$ cat src/rtl/ffe_tap_sequencer_if.sv
// Sample handshake and tap/strobe bus between the upstream source, the tap
// sequencer and the FFE MAC datapath.
interface ffe_tap_sequencer_if #(
  parameter int IN_OUT_BUS_WIDTH = 12,
  parameter int DEPTH            = 4,
  parameter int ADDR_SIZE        = $clog2(DEPTH)
);
  logic signed [IN_OUT_BUS_WIDTH-1:0] x_in;
  logic                               x_valid;
  logic                               x_ready;
  logic        [ADDR_SIZE-1:0]        rd_addr;
  logic signed [IN_OUT_BUS_WIDTH-1:0] rd_data;
  logic                               str_out_n_rst_add_reg;
  logic                               y_valid;
  logic                               busy;

  modport master (
    output x_in, x_valid,
    input  x_ready, rd_addr, rd_data, str_out_n_rst_add_reg, y_valid, busy
  );

  modport slave (
    input  x_in, x_valid,
    output x_ready, rd_addr, rd_data, str_out_n_rst_add_reg, y_valid, busy
  );
endinterface

$ cat src/rtl/ffe_tap_sequencer.sv
// Stores the last DEPTH input samples and walks them out one tap per clock to
// the FFE MAC datapath, then strobes store/clear on the accumulator-done cycle.
module ffe_tap_sequencer #(
  parameter int IN_OUT_BUS_WIDTH = 12,
  parameter int DEPTH            = 4,
  parameter int ADDR_SIZE        = $clog2(DEPTH)
) (
  input  logic              ffe_clk,
  input  logic              rst,
  ffe_tap_sequencer_if.slave bus
);
  localparam logic [0:0]           IDLE     = 1'b0;
  localparam logic [0:0]           ISSUE    = 1'b1;
  localparam logic [ADDR_SIZE-1:0] LAST_TAP = ADDR_SIZE'(DEPTH - 1);
  localparam logic [ADDR_SIZE-1:0] ONE      = ADDR_SIZE'(1);

  logic [0:0]                         state_q, state_d;
  logic [ADDR_SIZE-1:0]               k_q, k_d;
  logic [ADDR_SIZE-1:0]               wr_ptr_q, wr_ptr_d;
  logic [ADDR_SIZE-1:0]               cur_ptr_q, cur_ptr_d;
  logic                               drain_q, drain_d;
  logic signed [IN_OUT_BUS_WIDTH-1:0] hist_q [DEPTH];
  logic signed [IN_OUT_BUS_WIDTH-1:0] hist_d [DEPTH];

  logic                 issuing;
  logic                 last_tap;
  logic                 accept;
  logic [ADDR_SIZE-1:0] rd_ptr;

  assign issuing  = (state_q == ISSUE);
  assign last_tap = issuing && (k_q == LAST_TAP);
  assign accept   = bus.x_valid && bus.x_ready;
  // DEPTH is a power of two, so the pointer subtraction wraps for free.
  assign rd_ptr   = cur_ptr_q - k_q;

  always_comb begin
    state_d   = state_q;
    k_d       = k_q;
    wr_ptr_d  = wr_ptr_q;
    cur_ptr_d = cur_ptr_q;
    drain_d   = last_tap;
    if (accept) begin
      state_d   = ISSUE;
      k_d       = '0;
      cur_ptr_d = wr_ptr_q;
      wr_ptr_d  = wr_ptr_q + ONE;
    end else if (last_tap) begin
      state_d = IDLE;
      k_d     = '0;
    end else if (issuing) begin
      k_d = k_q + ONE;
    end
  end

  always_comb begin
    for (int i = 0; i < DEPTH; i++) begin
      hist_d[i] = hist_q[i];
    end
    if (accept) begin
      hist_d[wr_ptr_q] = bus.x_in;
    end
  end

  always_ff @(posedge ffe_clk or negedge rst) begin
    if (!rst) begin
      state_q   <= IDLE;
      k_q       <= '0;
      wr_ptr_q  <= '0;
      cur_ptr_q <= '0;
      drain_q   <= 1'b0;
    end else begin
      state_q   <= state_d;
      k_q       <= k_d;
      wr_ptr_q  <= wr_ptr_d;
      cur_ptr_q <= cur_ptr_d;
      drain_q   <= drain_d;
    end
  end

  // History is cleared only by reset so early taps of the first samples read 0.
  for (genvar gi = 0; gi < DEPTH; gi++) begin : g_hist
    always_ff @(posedge ffe_clk or negedge rst) begin
      if (!rst) begin
        hist_q[gi] <= '0;
      end else begin
        hist_q[gi] <= hist_d[gi];
      end
    end
  end

  // Outside ISSUE the tap bus is forced to zero so the datapath adds nothing.
  assign bus.x_ready               = !issuing || last_tap;
  assign bus.rd_addr               = issuing ? k_q : '0;
  assign bus.rd_data               = issuing ? hist_q[rd_ptr] : '0;
  assign bus.str_out_n_rst_add_reg = drain_q;
  assign bus.y_valid               = drain_q;
  assign bus.busy                  = issuing || drain_q;
endmodule
$ cat src/flat_wrapper.sv
// flat-port wrapper written by rule: the top's interface ports become plain ports
module ffe_tap_sequencer_flat 
#(
  parameter int IN_OUT_BUS_WIDTH = 12,
  parameter int DEPTH            = 4,
  parameter int ADDR_SIZE        = $clog2(DEPTH)
)
  (ffe_clk, rst, bus_x_in, bus_x_valid, bus_x_ready, bus_rd_addr, bus_rd_data, bus_str_out_n_rst_add_reg, bus_y_valid, bus_busy);
  ffe_tap_sequencer_if #(.IN_OUT_BUS_WIDTH(IN_OUT_BUS_WIDTH), .DEPTH(DEPTH), .ADDR_SIZE(ADDR_SIZE)) bus_i ();
  input  logic ffe_clk;
  input  logic rst;
  input wire logic [$bits(bus_i.x_in)-1:0] bus_x_in;
  input wire logic [$bits(bus_i.x_valid)-1:0] bus_x_valid;
  output wire logic [$bits(bus_i.x_ready)-1:0] bus_x_ready;
  output wire logic [$bits(bus_i.rd_addr)-1:0] bus_rd_addr;
  output wire logic [$bits(bus_i.rd_data)-1:0] bus_rd_data;
  output wire logic [$bits(bus_i.str_out_n_rst_add_reg)-1:0] bus_str_out_n_rst_add_reg;
  output wire logic [$bits(bus_i.y_valid)-1:0] bus_y_valid;
  output wire logic [$bits(bus_i.busy)-1:0] bus_busy;
  assign bus_i.x_in = bus_x_in;
  assign bus_i.x_valid = bus_x_valid;
  assign bus_x_ready = bus_i.x_ready;
  assign bus_rd_addr = bus_i.rd_addr;
  assign bus_rd_data = bus_i.rd_data;
  assign bus_str_out_n_rst_add_reg = bus_i.str_out_n_rst_add_reg;
  assign bus_y_valid = bus_i.y_valid;
  assign bus_busy = bus_i.busy;
  ffe_tap_sequencer #(.IN_OUT_BUS_WIDTH(IN_OUT_BUS_WIDTH), .DEPTH(DEPTH), .ADDR_SIZE(ADDR_SIZE)) u_core (.ffe_clk(ffe_clk), .rst(rst), .bus(bus_i));
endmodule
$ cat config.mk
export PLATFORM = sky130hd
export DESIGN_NAME = ffe_tap_sequencer_flat
export DESIGN_NICKNAME = d
export VERILOG_FILES = /design/src/rtl/ffe_tap_sequencer_if.sv /design/src/rtl/ffe_tap_sequencer.sv /design/src/flat_wrapper.sv
export SDC_FILE = /design/constraint.sdc
export NUM_CORES = 1
export LEC_CHECK = 0
export CORE_UTILIZATION = 50
export CTS_CLUSTER_DIAMETER = 100
export CTS_CLUSTER_SIZE = 28
export DETAILED_ROUTE_END_ITERATION = 6
export GPL_ROUTABILITY_DRIVEN = 0
export PLACE_DENSITY = 0.73
export SLEW_MARGIN = 20
export SYNTH_ARGS = -nofsm -noshare
export SYNTH_HDL_FRONTEND = slang
export SYNTH_SLANG_ARGS = --single-unit
$ cat constraint.sdc
create_clock -name ffe_clk -period 3.5 [get_ports ffe_clk]
set_input_delay 0.875 -clock ffe_clk [delete_from_list [all_inputs] [get_ports ffe_clk]]
set_output_delay 0.875 -clock ffe_clk [all_outputs]
set_load 0.05 [all_outputs]
==> reports/metrics.json <==
{
  "synth_sequential_area_ratio": 0.532,
  "flip_flop_count_of_the_largest_register_all_copies_and_words_added": 48,
  "whs_endpoint": "u_core.hist_q[5]$_DFFE_PN0P_",
  "critPathSlowestCell": "sky130_fd_sc_hd__xnor3_1",
  "post-route-worst-setup-slack_ps": 347,
  "timing.reg2reg.worst_path_depth": 3,
  "status": "complete, no violations",
  "cts_root_buf": "sky130_fd_sc_hd__clkbuf_8",
  "die_width_um": 74.6,
  "globalRouteOverflowTotal": 0,
  "placeableCoreArea_um2": 5110,
  "regMostFlops": "u_core.hist_q",
  "crit_path_max_incr_delay_ps": 590,
  "whs_path_depth": 1,
  "cp.required_ps": 2620,
  "r2r_start": "u_core.issuing$_DFFE_PN0P_",
  "critical_path.reg2reg.endpoint": "u_core.hist_q[40]$_DFFE_PN0P_",
  "clock_sinks": 56,
  "final_hold_fails": 0,
  "place_hpwl_mm": 3.17,
  "drtPass1Iterations": 4,
  "global_route_wire_length_before_repair_mm": 7.84,
  "floorplan.io_pins": 33,
  "number_of_antenna_violations_at_the_first_check_in_global_routing": 0,
  "antenna_cells_inserted": 0,
  "cp_max_fo": 12,
  "worst-endpoint-arrival_ps": 2280,
  "r2r_setup_slack_ps": 1320,
  "final_net_count": 222,
  "setup_viol": 0,
  "cts-resized-gates": 0,
  "detailedRoute.firstIterationViolations": 112,
  "type_of_the_worst_min_delay_path": "register to register",
  "rsz0062_at_grt": "no",
  "first_global_vias": 1557,
  "fraction_of_final_layout_cells_with_drive_strength_greater_than_1": 0.366,
  "worstSetupPathType": "register to primary output",
  "core.rowCount": 26,
  "post_drt_via_cell_ratio": 5.43,
  "syn_avg_cell_area_um2": 15.5,
  "cpLargestDelayFamily": "XOR/XNOR gates",
  "syn_to_final_growth_pct": 16.8,
  "sort_of_element_at_the_start_of_the_critical_path": "register",
  "min-delay-start": "u_core.hist_q[5]$_DFFE_PN0P_",
  "vias": 1476,
  "critPathCaptureType": "primary output",
  "synth.distinct_cells": 21,
  "synth_warnings": 0,
  "grt_max_degree": 33,
  "finalClockSkew_ps": 6.64,
  "io_buffers": 32,
  "maxSlewHeadroom": 0.481,
  "min_period_over_period": 0.901,
  "totalNegativeSetupSlack_ps": 0,
  "cts_htree_levels": 2,
  "max_slew.worst_pin.slew_ps": 777,
  "worstPathCellList": "ha_1, xnor3_1, mux4_1, and2_1, buf_4",
  "worstPathBufferInverterCount": 1,
  "use_met2": 0.335,
  "insertion_delay_ps": 310,
  "drv_slew": 0,
  "period_minus_slack_ps": 3150,
  "cts_post_setup_buffers_inserted": 0,
  "synth_largest_area_cell": "sky130_fd_sc_hd__dfrtp_1",
  "grtUsageTotal": 0.198,
  "initial_core_util": 0.516,
  "final_antenna_net_count": 0,
  "ys_seq_elements": 56,
  "cts-root-to-sink-buffers": 2,
  "dieArea_um2": 5570,
  "postSynthCellCount": 170,
  "wl_per_cell_um": 17.5,
  "stages_on_the_worst_setup_path": 5,
  "floorplan.die.height_um": 74.6,
  "synth_top_cells_by_area": "sky130_fd_sc_hd__dfrtp_1 (53%), sky130_fd_sc_hd__mux2_2 (21%), sky130_fd_sc_hd__mux4_1 (12%)",
  "synth.top_cell.area_share": 0.532,
  "hold_buffers": 0,
  "fmax_mhz": 317,
  "tritoncts": "done",
  "drc_errors": 0,
  "maxCapViolations": 0,
  "synthesis.area_um2": 2640,
  "globalRouteMet3Util": 0.0469,
  "synth_fp_nets": 191,
  "routed_wl_mm": 4.75,
  "globalRoute.busiestLayer": "met2",
  "cts.clk_slew.worst_paths_ps": 100,
  "cts_bufs_inserted": 5,
  "preCtsSetupSlack_ps": 656,
  "grtUsageMet1": 0.252
}
cells in the mapped netlist:
master / instances
sky130_fd_sc_hd__dfrtp_1: 56
sky130_fd_sc_hd__or2b_1: 1
sky130_fd_sc_hd__o21ai_0: 2
sky130_fd_sc_hd__xnor2_1: 1
sky130_fd_sc_hd__and2_1: 15
sky130_fd_sc_hd__mux4_1: 12
sky130_fd_sc_hd__xnor3_1: 1
sky130_fd_sc_hd__nand2b_1: 2
sky130_fd_sc_hd__buf_2: 6
sky130_fd_sc_hd__or2_2: 1
sky130_fd_sc_hd__buf_4: 1
sky130_fd_sc_hd__inv_1: 3
sky130_fd_sc_hd__buf_6: 1
sky130_fd_sc_hd__ha_1: 6
sky130_fd_sc_hd__mux2i_1: 1
sky130_fd_sc_hd__nor2_1: 1
sky130_fd_sc_hd__mux2_2: 50
sky130_fd_sc_hd__nand3b_1: 1
sky130_fd_sc_hd__nand2_1: 2
sky130_fd_sc_hd__clkbuf_1: 3
sky130_fd_sc_hd__nand3_1: 4
layout by cell type (no fill, tap or decap), drive strengths merged:
cell type      instances
xnor2                  1
or2b                   1
nand2b                 2
or2                    1
nand2                  2
mux2                  50
and2                  15
clkbuf                 6
buf                   16
nor2                   1
nand3b                 1
bufinv                 1
o21ai                  2
dfrtp                 56
mux4                  12
ha                     6
inv                    3
nand3                  4
clkdlybuf4s50         19
xnor3                  1
mux2i                  1
clkinv                 1
through the flow:
stage	hold WS (ps)	util	instances	area, µm²
6_report	508	0.603	272	3080
5_1_grt	519	0.603	272	3080
4_1_cts	507	0.603	272	3080
3_5_place_dp	486	0.582	264	2970
3_3_place_gp	478	0.582	264	2970
2_1_floorplan	470	-	170	2640
cells by family after synthesis:
kind of cell / count (synthesis) / synth area share
multiplexers: 63 / 0.337
flip-flops: 56 / 0.532
AND/OR/NAND/NOR: 27 / 0.0603
buffers and inverters: 14 / 0.0271
adder cells (fa/ha/maj): 6 / 0.0285
AO/OA/AOI/OAI: 2 / 0.00380
XOR/XNOR: 2 / 0.0119
worst max path at each step:
stage / start / to / slack [ps]
after detailed placement: u_core.k_q[0]$_DFFE_PN0P_ / bus_rd_data[6] / 660
after floorplan: u_core.k_q[0]$_DFFE_PN0P_ / bus_rd_data[10] / 790
after global routing: u_core.k_q[0]$_DFFE_PN0P_ / bus_rd_data[0] / 190
final: u_core.k_q[0]$_DFFE_PN0P_ / bus_rd_data[0] / 350
after global placement: u_core.k_q[0]$_DFFE_PN0P_ / bus_rd_data[2] / 660
after CTS: u_core.k_q[0]$_DFFE_PN0P_ / bus_rd_data[0] / 310
layout make-up:
| type | instances | area, µm² |
|---|---|---|
| Fill cell | 421 | 2030 |
| Sequential cell | 56 | 1400 |
| Multi-Input combinational cell | 100 | 1160 |
| Timing Repair Buffer | 35 | 308 |
| Tap cell | 70 | 87.6 |
| Clock buffer | 6 | 72.6 |
| Clock inverter | 2 | 35.0 |
| Inverter | 3 | 11.3 |
worst reg2reg max path: stages (launching register included):
cell and delay, ps:
sky130_fd_sc_hd__dfrtp_1 610, sky130_fd_sc_hd__nand2b_1 340, sky130_fd_sc_hd__nand3_1 610, sky130_fd_sc_hd__mux2_2 510
layer usage:
metal	vias to the layer above	part of all wire
met5	-	0
met4	0	0.013
met1	772	0.44
li1	674	-
met2	22	0.51
met3	8	0.032
Power is not shown: default switching activity piles up to over one toggle a cycle in this logic, so the estimate is an artifact.
